==> src/rtl/alu_result_fifo_if.sv <==
// Handshake bundle between an ALU result producer/consumer and alu_result_fifo.
// The master side is the environment (producer + consumer); the slave side is the FIFO.
interface alu_result_fifo_if #(
    parameter int WIDTH = 8
);
    logic             in_valid;
    logic             in_ready;
    logic [WIDTH-1:0] in_result;
    logic             in_cout;
    logic             out_valid;
    logic             out_ready;
    logic [WIDTH-1:0] out_result;
    logic             out_cout;
    logic             out_zero;

    modport master (
        output in_valid, in_result, in_cout, out_ready,
        input  in_ready, out_valid, out_result, out_cout, out_zero
    );

    modport slave (
        input  in_valid, in_result, in_cout, out_ready,
        output in_ready, out_valid, out_result, out_cout, out_zero
    );
endinterface

==> src/rtl/alu_result_fifo.sv <==
// First-word fall-through FIFO for ALU {cout, result} pairs with a sticky drop flag.
// Optional per-entry zero flag is enabled with `define ALU_FIFO_ZFLAG_EN.
module alu_result_fifo #(
    parameter int WIDTH = 8,
    parameter int DEPTH = 4
) (
    input  logic                   clk,
    input  logic                   rst_n,
    alu_result_fifo_if.slave       bus,
    output logic [$clog2(DEPTH):0] count,
    output logic                   drop_err
);
    localparam int AW = $clog2(DEPTH);
    localparam int CW = AW + 1;

    typedef struct packed {
        logic             cout;
        logic [WIDTH-1:0] result;
    } entry_t;

    entry_t [DEPTH-1:0] mem;
    logic   [AW-1:0]    wptr, rptr;
    logic               push, pop;

    // Handshake flags come from the registered count only.
    assign bus.in_ready  = (count != CW'(DEPTH));
    assign bus.out_valid = (count != '0);
    assign push          = bus.in_valid  & bus.in_ready;
    assign pop           = bus.out_valid & bus.out_ready;

    assign bus.out_result = mem[rptr].result;
    assign bus.out_cout   = mem[rptr].cout;

    always_ff @(posedge clk) begin
        if (!rst_n) begin
            wptr     <= '0;
            rptr     <= '0;
            count    <= '0;
            drop_err <= 1'b0;
        end else begin
            // DEPTH is a power of two, so the pointers wrap on overflow.
            if (push) wptr <= wptr + 1'b1;
            if (pop)  rptr <= rptr + 1'b1;
            case ({push, pop})
                2'b10:   count <= count + 1'b1;
                2'b01:   count <= count - 1'b1;
                default: count <= count;
            endcase
            if (bus.in_valid && !bus.in_ready) drop_err <= 1'b1;
        end
    end

    // Storage needs no reset; occupancy is tracked by count alone.
    always_ff @(posedge clk) begin
        if (push) mem[wptr] <= '{cout: bus.in_cout, result: bus.in_result};
    end

`ifdef ALU_FIFO_ZFLAG_EN
    logic [DEPTH-1:0] zmem;

    always_ff @(posedge clk) begin
        if (push) zmem[wptr] <= (bus.in_result == '0);
    end

    assign bus.out_zero = bus.out_valid & zmem[rptr];
`else
    assign bus.out_zero = 1'b0;
`endif
endmodule

==> src/flat_wrapper.sv <==
// flat-port wrapper written by rule: the top's interface ports become plain ports
module alu_result_fifo_flat 
#(
    parameter int WIDTH = 8,
    parameter int DEPTH = 4
)
  (clk, rst_n, count, drop_err, bus_in_valid, bus_in_result, bus_in_cout, bus_out_ready, bus_in_ready, bus_out_valid, bus_out_result, bus_out_cout, bus_out_zero);
  alu_result_fifo_if #(.WIDTH(WIDTH)) bus_i ();
  input  logic clk;
  input  logic rst_n;
  output logic [$clog2(DEPTH):0] count;
  output logic drop_err;
  input wire logic [$bits(bus_i.in_valid)-1:0] bus_in_valid;
  input wire logic [$bits(bus_i.in_result)-1:0] bus_in_result;
  input wire logic [$bits(bus_i.in_cout)-1:0] bus_in_cout;
  input wire logic [$bits(bus_i.out_ready)-1:0] bus_out_ready;
  output wire logic [$bits(bus_i.in_ready)-1:0] bus_in_ready;
  output wire logic [$bits(bus_i.out_valid)-1:0] bus_out_valid;
  output wire logic [$bits(bus_i.out_result)-1:0] bus_out_result;
  output wire logic [$bits(bus_i.out_cout)-1:0] bus_out_cout;
  output wire logic [$bits(bus_i.out_zero)-1:0] bus_out_zero;
  assign bus_i.in_valid = bus_in_valid;
  assign bus_i.in_result = bus_in_result;
  assign bus_i.in_cout = bus_in_cout;
  assign bus_i.out_ready = bus_out_ready;
  assign bus_in_ready = bus_i.in_ready;
  assign bus_out_valid = bus_i.out_valid;
  assign bus_out_result = bus_i.out_result;
  assign bus_out_cout = bus_i.out_cout;
  assign bus_out_zero = bus_i.out_zero;
  alu_result_fifo #(.WIDTH(WIDTH), .DEPTH(DEPTH)) u_core (.clk(clk), .rst_n(rst_n), .bus(bus_i), .count(count), .drop_err(drop_err));
endmodule
==> config.mk <==
export PLATFORM = sky130hd
export DESIGN_NAME = alu_result_fifo_flat
export DESIGN_NICKNAME = d
export VERILOG_FILES = /design/src/rtl/alu_result_fifo_if.sv /design/src/rtl/alu_result_fifo.sv /design/src/flat_wrapper.sv
export SDC_FILE = /design/constraint.sdc
export NUM_CORES = 1
export LEC_CHECK = 0
export CAP_MARGIN = 15
export CORE_ASPECT_RATIO = 0.5
export CORE_MARGIN = 1
export CORE_UTILIZATION = 40
export CTS_CLUSTER_SIZE = 30
export DETAILED_ROUTE_END_ITERATION = 6
export GPL_ROUTABILITY_DRIVEN = 0
export PLACE_DENSITY = 0.66
export SLEW_MARGIN = 15
export SYNTH_ARGS = -nofsm -noshare
export SYNTH_HDL_FRONTEND = slang
export SYNTH_SLANG_ARGS = --single-unit
==> constraint.sdc <==
create_clock -name clk -period 2.5 [get_ports clk]
set_input_delay 0.25 -clock clk [delete_from_list [all_inputs] [get_ports clk]]
set_output_delay 0.25 -clock clk [all_outputs]
set_load 0.01 [all_outputs]
Word level (Yosys, flattened, before mapping)
Cells that the tools add are included.
{ "word_totals": {"ff_bits": 44, "word_cells": 35} }
{ "op_classes": {"reduce_logical": 5, "muxes": 6, "add_sub_neg": 4, "n_lt_le_gt_ge": 3, "bitwise_logic": 2, "n_eq_ne": 3} }
{ "op_table": {"columns": ["cell", "count"], "rows": [
  ["36-bit bitwise mux", 1],
  ["9-bit binary-select mux with 2-bit select", 1],
  ["9-bit demux with 2-bit select", 1],
  ["9-bit two-way mux", 2],
  ["2-bit by 3-bit less-than comparator with 1-bit output (second input constant)", 2],
  ["3-bit case mux with 2 select lines", 1],
  ["2-bit by 1-bit adder with 2-bit output (second input constant)", 2],
  ["3-bit by 1-bit adder with 3-bit output (second input constant)", 1],
  ["3-bit inequality test (second input constant)", 1],
  ["3-bit nonzero test", 1],
  ["3-bit by 1-bit subtractor with 3-bit output (second input constant)", 1],
  ["1-bit bitwise AND", 2],
  ["2-bit by 1-bit == test with 1-bit output (second input constant)", 1],
  ["2-bit == test (second input constant)", 1],
  ["2-bit by 1-bit >= comparator with 1-bit output (second input constant)", 1],
  ["1-bit logical AND", 2],
  ["2-bit nonzero test", 1],
  ["1-bit logical NOT", 1]
]} }

Depth between registers and ports, before layout
{ "depth": {"word_depth": 5, "ltp_mapped": 9, "ltp_nobuf": 9} }

Least setup slack after synthesis
Ideal clock, no wire load.
{ "synth_timing": {"path_kind": "reg-to-reg", "startpoint": "reg u_core.count[0]", "endpoint": "reg u_core.count[2]", "arrival_time_ns": 1.888, "path_buffers": 0, "period_less_slack_ns": 1.958, "path_stages_with_launch": 10, "path_slack_ns": 0.542, "path_cell_list": "dfxtp_1 -> nor2_2 -> a21boi_4 -> inv_2 -> ha_1 -> inv_1 -> fa_1 -> xor2_1 -> or3_1 -> a21boi_1"} }
{ "synth_via": {"elab_chain_len": 4, "elab_cells_between_ends": 10, "classes_between": "add/sub (2); eq/ne (3); mux (1); bitwise (2); reduce/logical (2)"} }
{ "synth_lines": {"columns": ["element", "line_no", "text"], "rows": [
  ["start, declared", "alu_result_fifo.sv:10", "output logic [$clog2(DEPTH):0] count,"],
  ["start signal, assigned", "alu_result_fifo.sv:45", "2'b10: count <= count + 1'b1;"],
  ["start signal, assigned", "alu_result_fifo.sv:46", "2'b01: count <= count - 1'b1;"],
  ["start signal, assigned", "alu_result_fifo.sv:47", "default: count <= count;"],
  ["3-bit inequality test / 3-bit nonzero test (equally long branches)", "alu_result_fifo.sv:26, alu_result_fifo.sv:27", null],
  ["1-bit bitwise AND (on tied branches)", "alu_result_fifo.sv:28, alu_result_fifo.sv:29", null],
  ["2-bit by 1-bit == test with 1-bit output / 2-bit == test (equally long branches)", "alu_result_fifo.sv:44", "case ({push, pop})"],
  ["3-bit case mux with 2 select lines / 2-bit nonzero test (equally long branches)", null, null]
]} }
Parallel ways exist; a longest one is shown, timed or not.
A chain may end at the register's enable or synchronous reset.

Final worst setup path
{ "layout_timing": {"startpoint": "reg u_core.rptr[0]", "endpoint": "out bus_out_cout"} }
{ "layout_via": {"elab_chain_len": 2} }
{ "layout_lines": {"columns": ["element", "line_no", "text"], "rows": [
  ["start, declared", "alu_result_fifo.sv:22", "logic [AW-1:0] wptr, rptr;"],
  ["start signal, assigned", "alu_result_fifo.sv:43", "if (pop) rptr <= rptr + 1'b1;"],
  ["9-bit binary-select mux with 2-bit select", "alu_result_fifo.sv:32", "assign bus.out_cout = mem[rptr].cout;"],
  ["9-bit two-way mux (not written as such)", "alu_result_fifo.sv:32", null],
  ["end, declared", "flat_wrapper.sv:20", "output wire logic [$bits(bus_i.out_cout)-1:0] bus_out_cout;"]
]} }
No other way between the ends. The select of a mux whose other input is x is not followed.

==> results.yml <==
timing:
  final.setup_skew_ns: 0.00420
  setup_viol: 0
  maxSlewHeadroom: 0.635
  drv_slew: 0
  rsz0062_at_grt: "false"
  timing.fmax_mhz: 454
  post-route-min-period_ns: 2.20
  finalCritPeriodShare: 0.881
  tightest_slew_ns: 0.547
  fin_setup_tns_ns: 0
  report.final.hold_viol_count: 0
cts:
  cts_hold_buf: 0
  cts_buffers: 5
  clkTransAtPathRegs_ns: 0.08
  cts_tree: "built"
  clk_path_buf_depth: 2
  htreeDepth: 2
  clock-root-buffer: "clkbuf_8"
  post_cts_buffers: 0
  cts_resized: 0
  clk-insertion-delay-late_ns: 0.29
  clock-sinks: 44
worst_setup_path:
  r2r_slack_ns: 0.37
  reg2reg_to: "u_core.count[2]"
  crit_path_max_incr_delay_ns: 0.53
  crit_fanout: 9
  arrival_ns: 1.95
  path_class: "reg2out"
  r2r_cells: 9
  crit_required_ns: 2.25
  path_cells: "buf_4 > mux4_2 > clkdlybuf4s50_1"
  crit_end: "bus_out_cout"
  cp-end-kind: "primary output"
  worst_setup_path_startpoint: "u_core.rptr[0]"
  cp_slowest_cell: "mux4_2"
  r2r_start: "u_core.count[0]"
  critPathLaunchType: "flip-flop"
routing:
  wl_met1_um: 1360
  met3WireLength_um: 109
  wl_per_cell_um: 15.1
  viasPerCell: 4.73
  top_layer_used: "met4"
  dr.pass1.iters: 4
  drt_iter0_drc: 23
  ant_nets: 0
  met2WireLength_um: 1340
  route.detailed.drc: 0
  num_vias: 885
  wl_um: 2820
final_layout:
  drive_gt1_frac: 0.165
  nets: 151
  num_antenna_cells: 0
  post-route-util: 0.545
  nFillCells: 328
  areaGrowthSynthToFinish_pct: 24.1
die:
  io_pins: 29
  die_x_um: 96.9
  start_util: 0.439
  design.die.area_sq_um: 4790
  die_y_um: 49.4
  core_sq_um: 4100
  rows: 16
global_route:
  antenna_found_initial: 0
  grt_pass1_wl_um: 4470
  grt_max_degree: 16
  gr-total-overflow: 0
  grt_usage: 0.125
  grt_pass1_vias: 902
run:
  drv_cap: 0
status:
  status: "completed"
synthesis:
  dominantRegCellSynth: "edfxtp_1"
  synth_edf_count: 36
  ys_warn_count: 0
  async_reset_ff_frac: 0
  ys_seq_elements: 44
  avgSynthCellArea_sq_um: 17.8
  seq_area_frac_synth: 0.689
  syn_nets: 120
  postSynthCellCount: 101
  netlist_area_sq_um: 1800
  yosysUniqueCellTypes: 26
power_and_ir_drop:
  ir_drop_mv: 0.314
  power_density_nw_per_um2: 972
  leakagePower_nw: 0.747
placed_design:
  place_hpwl_um: 1890
  io_buffers: 27
worst_hold_path:
  hold_class: "reg2reg"
==> synthesized netlist by cell type (2+ instances only) <==
cell	number	area, sq um
and2_1	7	43.8
dfxtp_1	8	160
edfxtp_1	36	1080
ha_1	5	62.6
inv_1	5	18.8
mux2i_1	2	20.0
mux4_2	9	203
nand2_1	6	22.5
nor2b_1	2	12.5
o21ai_0	2	10.0
or3_1	2	12.5
xnor2_1	3	26.3
==> kinds of logic after synthesis <==
logic type,synth area share
flops,0.689
simple gates,0.0542
compound gates,0.0375
fa+ha+maj,0.0459
xor+xnor,0.0195
buf+inv,0.0278
other cells,0.00208
mux,0.124
==> per-layer routing <==
| metal | track usage | vias up |
|---|---|---|
| met5 | 0 | - |
| met4 | 0.0299 | 0 |
| met3 | 0.0458 | 2 |
| met2 | 0.207 | 18 |
| met1 | 0.158 | 425 |
| li1 | - | 440 |
==> state kept, by name, summed over array words and instances (netlist names) <==
| name | cells |
|---|---|
| u_core.wptr | 2 |
| u_core.drop_err | 1 |
| u_core.mem | 36 |
| u_core.rptr | 2 |
| u_core.count | 3 |
==> report_power, final <==
part           internal (mW)  switching [mW]
clock network          0.301           0.247
logic                  0.387           0.274
registers              0.888          0.0755
total                   1.58           0.597
==> critical path: cells and delay by family, from the launching register on <==
kind | cells | cell delay [ns]
mux | 1 | 0.53
flops | 1 | 0.39
buf+inv | 2 | 0.74
==> cells in the final DEF (no fill, tap or decap), drive strengths merged <==
cell	count
edfxtp	36
clkdlybuf4s50	27
mux4	9
dfxtp	8
and2	7
nand2	6
inv	6
ha	5
clkbuf	5
xnor2	3
or3	2
mux2i	2
nor2b	2
o21ai	2
clkinv	2
a21boi	2
o31a	1
nor2	1
o311ai	1
a31oi	1
xor2	1
fa	1
conb	1
bufinv	1
buf	1
==> per-stage QoR <==
stage               instance area (sq um)  setup slack [ns]  hold WS [ns]  total power, mW  instances
floorplan                            1800             0.542         0.349             1.36        101
global placement                     2120             0.324         0.488             1.64        179
detailed placement                   2120             0.214         0.488             1.65        179
CTS                                  2230             0.260         0.505             2.19        187
global route                         2230             0.198         0.523             2.28        187
finish                               2230             0.298         0.501             2.17        187
==> how the worst min path moves through the flow <==
stage,cells past startpoint,end,startpoint
final,2,u_core.wptr[1],u_core.wptr[1]
after global placement,2,u_core.wptr[1],u_core.wptr[1]
after floorplan,0,u_core.mem[0],bus_in_result[0]
after global routing,2,u_core.wptr[1],u_core.wptr[1]
after detailed placement,2,u_core.drop_err,u_core.drop_err
after CTS,2,u_core.wptr[0],u_core.wptr[0]
==> layout make-up <==
| cell class | count | area, sq um | share of cell area |
|---|---|---|---|
| Clock buffer | 5 | 68.8 | 0.0308 |
| Clock inverter | 3 | 47.5 | 0.0213 |
| Inverter | 6 | 22.5 | 0.0101 |
| Multi-Input combinational cell | 47 | 509 | 0.228 |
| Sequential cell | 44 | 1240 | 0.555 |
| Tap cell | 54 | 67.6 | 0.0302 |
| Timing Repair Buffer | 28 | 278 | 0.124 |
No activity file was read; power rests on OpenSTA's default activity.
